===== config.mk =====
export PLATFORM = sky130hd
export DESIGN_NAME = axi_err_slv
export DESIGN_NICKNAME = d
export VERILOG_FILES = /design/src/rtl/slv_pkg.sv /design/src/rtl/axi_err_slv.sv
export SDC_FILE = /design/constraint.sdc
export NUM_CORES = 1
export LEC_CHECK = 0
export ABC_CLOCK_PERIOD_IN_PS = 6650
export BUFFER_PORTS_ARGS = -buffer_cell sky130_fd_sc_hd__buf_2
export CAP_MARGIN = 20
export CORE_MARGIN = 2
export CORE_UTILIZATION = 24
export CTS_CLUSTER_SIZE = 28
export DETAILED_ROUTE_END_ITERATION = 8
export PLACE_DENSITY = 0.65
export SYNTH_ARGS = -nofsm -noshare
export SYNTH_HDL_FRONTEND = slang
export SYNTH_SLANG_ARGS = --single-unit

===== constraint.sdc =====
create_clock -name clk_i -period 6.65 [get_ports clk_i]
set_input_delay 1.6625 -clock clk_i [delete_from_list [all_inputs] [get_ports clk_i]]
set_output_delay 1.6625 -clock clk_i [all_outputs]
set_load 0.05 [all_outputs]

===== src/rtl/slv_pkg.sv =====
// Shared AXI4 types and defaults for the monitor's internal-ID (downstream) side.
package slv_pkg;

  localparam int unsigned AxiIntIdWidth = 4;
  localparam int unsigned AxiAddrWidth  = 32;
  localparam int unsigned AxiDataWidth  = 64;
  localparam int unsigned AxiUserWidth  = 1;
  localparam int unsigned CntWidth      = 10;

  localparam logic [1:0]  ErrResp     = 2'b10;
  localparam logic [63:0] ErrRespData = 64'hBADC_AB1E_DEAD_BEEF;

  typedef enum logic [1:0] {
    W_IDLE,
    W_DRAIN,
    W_RESP,
    W_ATOP
  } w_state_e;

  typedef enum logic {
    R_IDLE,
    R_SEND
  } r_state_e;

  typedef struct packed {
    logic [AxiIntIdWidth-1:0] id;
    logic [AxiAddrWidth-1:0]  addr;
    logic [7:0]               len;
    logic [2:0]               size;
    logic [1:0]               burst;
    logic [5:0]               atop;
    logic [AxiUserWidth-1:0]  user;
  } aw_chan_t;

  typedef struct packed {
    logic [AxiDataWidth-1:0]   data;
    logic [AxiDataWidth/8-1:0] strb;
    logic                      last;
    logic [AxiUserWidth-1:0]   user;
  } w_chan_t;

  typedef struct packed {
    logic [AxiIntIdWidth-1:0] id;
    logic [1:0]               resp;
    logic [AxiUserWidth-1:0]  user;
  } b_chan_t;

  typedef struct packed {
    logic [AxiIntIdWidth-1:0] id;
    logic [AxiAddrWidth-1:0]  addr;
    logic [7:0]               len;
    logic [2:0]               size;
    logic [1:0]               burst;
    logic [AxiUserWidth-1:0]  user;
  } ar_chan_t;

  typedef struct packed {
    logic [AxiIntIdWidth-1:0] id;
    logic [AxiDataWidth-1:0]  data;
    logic [1:0]               resp;
    logic                     last;
    logic [AxiUserWidth-1:0]  user;
  } r_chan_t;

  typedef struct packed {
    aw_chan_t aw;
    logic     aw_valid;
    w_chan_t  w;
    logic     w_valid;
    logic     b_ready;
    ar_chan_t ar;
    logic     ar_valid;
    logic     r_ready;
  } slv_req_t;

  typedef struct packed {
    logic     aw_ready;
    logic     ar_ready;
    logic     w_ready;
    logic     b_valid;
    b_chan_t  b;
    logic     r_valid;
    r_chan_t  r;
  } slv_resp_t;

endpackage


===== src/rtl/axi_err_slv.sv =====
// AXI4 error responder: completes every write with one error B and every read with len+1 error R beats.
// Atomic writes (atop[5]) are also answered on R, handed from the write FSM to the read FSM.
module axi_err_slv #(
  parameter type         axi_req_t  = slv_pkg::slv_req_t,
  parameter type         axi_resp_t = slv_pkg::slv_resp_t,
  parameter logic [63:0] RespData   = slv_pkg::ErrRespData,
  parameter logic [1:0]  Resp       = slv_pkg::ErrResp,
  parameter int unsigned CntWidth   = slv_pkg::CntWidth
) (
  input  logic                clk_i,
  input  logic                rst_i,
  input  axi_req_t            req_i,
  output axi_resp_t           rsp_o,
  output logic                busy_o,
  output logic [CntWidth-1:0] err_cnt_o
);
  import slv_pkg::*;

  w_state_e                 w_state_q;
  r_state_e                 r_state_q;
  logic [AxiIntIdWidth-1:0] aw_id_q, atop_id_q, r_id_q;
  logic [7:0]               aw_len_q, atop_len_q, r_len_q, beat_q;
  logic                     aw_atop_q, atop_sent_q, atop_pend_q;
  logic [CntWidth-1:0]      err_cnt_q;

  logic b_valid, r_valid, r_last, b_hs, r_last_hs, atop_set, atop_take;

  assign b_valid   = (w_state_q == W_RESP);
  assign r_valid   = (r_state_q == R_SEND);
  assign r_last    = r_valid && (beat_q == r_len_q);
  assign b_hs      = b_valid && req_i.b_ready;
  assign r_last_hs = r_last && req_i.r_ready;
  assign atop_set  = (w_state_q == W_ATOP) && !atop_sent_q;
  assign atop_take = (r_state_q == R_IDLE) && atop_pend_q;

  always_ff @(posedge clk_i) begin
    if (rst_i) begin
      w_state_q   <= W_IDLE;
      aw_id_q     <= '0;
      aw_len_q    <= '0;
      aw_atop_q   <= 1'b0;
      atop_sent_q <= 1'b0;
    end else begin
      case (w_state_q)
        W_IDLE: if (req_i.aw_valid) begin
          aw_id_q   <= req_i.aw.id;
          aw_len_q  <= req_i.aw.len;
          aw_atop_q <= req_i.aw.atop[5];
          w_state_q <= W_DRAIN;
        end
        W_DRAIN: if (req_i.w_valid && req_i.w.last) w_state_q <= W_RESP;
        W_RESP: if (req_i.b_ready) w_state_q <= aw_atop_q ? W_ATOP : W_IDLE;
        W_ATOP: begin
          // First cycle posts the hand-off; then wait for the read FSM to pick it up.
          if (!atop_sent_q) begin
            atop_sent_q <= 1'b1;
          end else if (!atop_pend_q) begin
            atop_sent_q <= 1'b0;
            w_state_q   <= W_IDLE;
          end
        end
        default: w_state_q <= W_IDLE;
      endcase
    end
  end

  always_ff @(posedge clk_i) begin
    if (rst_i) begin
      atop_pend_q <= 1'b0;
      atop_id_q   <= '0;
      atop_len_q  <= '0;
    end else if (atop_set) begin
      atop_pend_q <= 1'b1;
      atop_id_q   <= aw_id_q;
      atop_len_q  <= aw_len_q;
    end else if (atop_take) begin
      atop_pend_q <= 1'b0;
    end
  end

  always_ff @(posedge clk_i) begin
    if (rst_i) begin
      r_state_q <= R_IDLE;
      r_id_q    <= '0;
      r_len_q   <= '0;
      beat_q    <= '0;
    end else begin
      case (r_state_q)
        R_IDLE: begin
          // A pending atomic wins over a new AR; ar_ready is low while it is pending.
          if (atop_pend_q) begin
            r_id_q    <= atop_id_q;
            r_len_q   <= atop_len_q;
            beat_q    <= '0;
            r_state_q <= R_SEND;
          end else if (req_i.ar_valid) begin
            r_id_q    <= req_i.ar.id;
            r_len_q   <= req_i.ar.len;
            beat_q    <= '0;
            r_state_q <= R_SEND;
          end
        end
        R_SEND: if (req_i.r_ready) begin
          if (r_last) r_state_q <= R_IDLE;
          else        beat_q    <= beat_q + 8'd1;
        end
        default: r_state_q <= R_IDLE;
      endcase
    end
  end

  logic [1:0]        cnt_inc;
  logic [CntWidth:0] cnt_sum;
  assign cnt_inc = {1'b0, b_hs} + {1'b0, r_last_hs};
  assign cnt_sum = {1'b0, err_cnt_q} + (CntWidth + 1)'(cnt_inc);

  always_ff @(posedge clk_i) begin
    if (rst_i)               err_cnt_q <= '0;
    else if (cnt_sum[CntWidth]) err_cnt_q <= '1;
    else                     err_cnt_q <= cnt_sum[CntWidth-1:0];
  end

  always_comb begin
    rsp_o          = '0;
    rsp_o.aw_ready = (w_state_q == W_IDLE);
    rsp_o.w_ready  = (w_state_q == W_DRAIN);
    rsp_o.b_valid  = b_valid;
    rsp_o.b.id     = aw_id_q;
    rsp_o.b.resp   = Resp;
    rsp_o.ar_ready = (r_state_q == R_IDLE) && !atop_pend_q;
    rsp_o.r_valid  = r_valid;
    rsp_o.r.id     = r_id_q;
    rsp_o.r.data   = AxiDataWidth'(RespData);
    rsp_o.r.resp   = Resp;
    rsp_o.r.last   = r_last;
  end

  assign busy_o    = (w_state_q != W_IDLE) || (r_state_q != R_IDLE);
  assign err_cnt_o = err_cnt_q;

  logic unused_req;
  assign unused_req = ^req_i;

endmodule


==> flow_summary_export.csv <==
group,metric,value,unit
power,switchingPower,0.3340,mW
job,drv_cap,0,
critical_path,r2r_start,"beat_q[0]$_SDFFE_PP0P_",
critical_path,end_kind,"primary output",
yosys,yosysSeqAreaShare,0.3756,
worst_hold_path,min_from,"aw_len_q[4]$_SDFFE_PP0P_",
yosys,synthDistinctLibCells,43,
cells_and_area,fillCellCount,1485,
power,seq_power_share,0.375,
floorplanning,start_util,0.2434,
power,power_leakage,1.474,nW
clock_network,ctsHtreeMaxLevel,3,
status,outcome,"completed",
route,drt-pass1-iter-count,5,
critical_path,r2r_setup_slack,3.96,ns
critical_path,crit_fanout,6,
placement,post-dp-hpwl,4456,um
critical_path,worst_path_max_delay_cell,"dfxtp_1",
global_route,grt_pass1_vias,2103,
sta,tns,0,ns
floorplanning,die_w,119.4,um
sta,fmax,286.7,MHz
cells_and_area,nNetsFinal,626,
cells_and_area,layout_common_cells,"conb_1, nand2_1, dfxtp_1, buf_2, a21oi_1",
yosys,syn_area,0.003198,mm2
clock_network,cts_buffers,9,
critical_path,worstPathArrival,1.83,ns
placement,routabilityCongestion,0.7634,
critical_path,reg2reg_depth,10,
power,power_frac_comb,0.190,
critical_path,path_delay_family,"simple AND/OR/NAND/NOR gates",
clock_network,clk_path_buf_depth,2,
sta,maxSlewViolCount,0,
sta,tightest_slew,0.8648,ns
route,drt-initial-drc-count,127,
critical_path,cp_cell_sequence,"xnor2_1 -> nand4_2 -> nor2_2 -> and2_2 -> buf_2",
power,power_density,283.8,mW/mm2
clock_network,ctsHoldBuffers,0,
yosys,avgSynthCellArea,8.200,um2
floorplanning,rows,42,
critical_path,critPathKind,"reg -> out",
critical_path,startpoint_type,"register",
yosys,synth_edf_count,0,
worst_hold_path,holdCritPathClass,"reg -> reg",
yosys,ys_warn_count,0,
global_route,overflow,0,
cells_and_area,seqCellArea,0.001201,mm2
worst_hold_path,hold_depth,2,
clock_network,cts_tree,"built",
yosys,ys_async_sr_fraction,0,
sta,finalSetupViolations,0,
clock_network,cts_setup_buffers,0,
cells_and_area,multiInputGateArea,0.001602,mm2
yosys,ys_ff_latch,60,
global_route,grt_max_degree,65,
critical_path,r2r_end,"err_cnt_o[0]$_SDFF_PP0_",
route,vias,2424,
clock_network,insertion_delay,0.33,ns
power,total_power,1.034,mW
sta,finClkSkew,0.006956,ns
cells_and_area,drive_above_1_share,0.1927,
global_route,antenna_found_initial,0,
critical_path,crit_buf_inv,1,
power,switching_share,0.3230,
global_route,grt_usage,0.08822,
critical_path,slowest_delay,0.43,ns
worst_hold_path,holdPathEnd,"atop_len_q[4]$_SDFFE_PP0P_",
cells_and_area,diodes,0,
sta,finalHoldViolCount,0,
route,via_per_inst,3.929,
power,clkPwrFrac,0.435,
floorplanning,coreArea,0.01314,mm2
route,totalWireLength,6079,um
clock_network,cts_root_buf,"clkbuf_16",
power,p_int,0.7001,mW
power,peakVddDrop,0.1715,mV
yosys,synth_cells,390,
cells_and_area,syn_to_final_growth,13.93,%
global_route,grt_pass1_wl,10090,um
floorplanning,fp.dieArea,0.01426,mm2
clock_network,cts.sinks,60,
floorplanning,die_h,119.4,um
sta,slew_headroom,0.4227,
sta,layout_min_cycle_time,3.488,ns
clock_network,cts_resized,0,
sta,rsz0062_at_grt,"no",
sta,min_period_over_period,0.5246,
clock_network,clk_pin_slew,0.05,ns
cells_and_area,layout_commonest_cell,"conb_1",
route,routedWlPerCell,9.853,um
critical_path,crit_required,4.99,ns
placement,io_buffers,57,
floorplanning,io_pins,282,
yosys,synth_ff_type,"dfxtp_1",
route,detail-route-antenna-nets,0,
route,drcViolationCount,0,
==> per-layer routing <==
| layer | routed length, um | track usage | vias to the layer above |
|---|---|---|---|
| met5 | 0 | 0 | - |
| li1 | - | - | 1254 |
| met4 | 120 | 0.04632 | 0 |
| met1 | 2913 | 0.1126 | 1069 |
| met2 | 2709 | 0.1415 | 92 |
| met3 | 336 | 0.01628 | 9 |
==> Yosys cell counts, types with 2 or more instances <==
cell      instances  share of area
o21ai_0           5         0.0078
nor3_1            2         0.0031
xnor2_1          11          0.030
nand3_1           7          0.011
buf_1             2         0.0023
buf_4            73           0.17
a311oi_1          3         0.0082
nor2b_1           4         0.0078
xor2_1            2         0.0055
nor2_1           33          0.039
buf_2             9          0.014
clkbuf_1          8         0.0094
mux2i_1          13          0.041
or4_1             2         0.0047
mux2_1            3          0.011
mux2_2            2         0.0070
inv_1             6         0.0070
conb_1            2         0.0023
nand2_1          64          0.075
a211oi_1         13          0.031
ha_1              2         0.0078
dfxtp_1          60           0.38
nor3b_1           3         0.0070
nand4_1           4         0.0078
a21oi_1          37          0.058
nand4_2           2         0.0078
and2_1            2         0.0039
==> metrics by stage <==
stage               utilization  area, um2  setup WS (ns)  cells  hold slack [ns]
floorplan                     -       3453          3.561    458           0.4321
global placement         0.2541       3338          3.118    600           0.4387
detailed placement       0.2541       3338          3.128    600           0.4430
CTS                      0.2765       3632          3.123    616           0.4477
global route             0.2773       3643          3.021    617           0.4682
finish                   0.2773       3643          3.162    617           0.4491
==> flip-flops by register name, indices dropped and copies added (netlist names) <==
signal / flops
err_cnt_o: 10
atop_len_q: 8
aw_len_q: 8
beat_q: 8
r_len_q: 8
atop_id_q: 4
aw_id_q: 4
r_id_q: 4
w_state_q: 2
atop_pend_q: 1
atop_sent_q: 1
aw_atop_q: 1
r_state_q: 1
==> layout make-up <==
cell class | instances | share of cell area
Clock inverter | 6 | 0.01786
Multi-Input combinational cell | 300 | 0.4396
Clock buffer | 10 | 0.06284
Sequential cell | 60 | 0.3297
Inverter | 6 | 0.006181
Tap cell | 176 | 0.06044
Timing Repair Buffer | 59 | 0.08345
==> kinds of logic after synthesis <==
group,count (synthesis),share of synthesized area
compound gates,66,0.1252
xor+xnor,13,0.03560
fa+ha+maj,3,0.01408
buf+inv,98,0.2042
flops,60,0.3756
mux,18,0.05829
other cells,2,0.002348
simple gates,130,0.1847
==> worst max path at each step <==
stage	startpoint	depth (start not counted)	end	slack, ns
after CTS	beat_q[0]$_SDFFE_PP0P_	5	rsp_o[1]	3.12
after floorplan	req_i[0]	8	err_cnt_o[8]$_SDFF_PP0_	3.56
final	beat_q[0]$_SDFFE_PP0P_	5	rsp_o[1]	3.16
after detailed placement	req_i[0]	9	err_cnt_o[0]$_SDFF_PP0_	3.13
after global placement	req_i[0]	9	err_cnt_o[0]$_SDFF_PP0_	3.12
after global routing	beat_q[0]$_SDFFE_PP0P_	5	rsp_o[1]	3.02
==> worst reg2reg max path: cells and delay by family (launching register included) <==
family	cells	cell delay (ns)
simple gates	6	1.33
xor+xnor	1	0.17
flops	1	0.43
compound gates	1	0.23
fa+ha+maj	2	0.47
==> power groups by stage <==
| stage | Sequential (mW) | Clock (mW) | Combinational (mW) |
|---|---|---|---|
| floorplan | 0.405 | 0 | 0.191 |
| global placement | 0.396 | 0 | 0.195 |
| detailed placement | 0.396 | 0 | 0.195 |
| CTS | 0.388 | 0.463 | 0.196 |
| global route | 0.391 | 0.478 | 0.210 |
| finish | 0.388 | 0.450 | 0.196 |
Note: power is estimated with default switching activity, not from simulation.
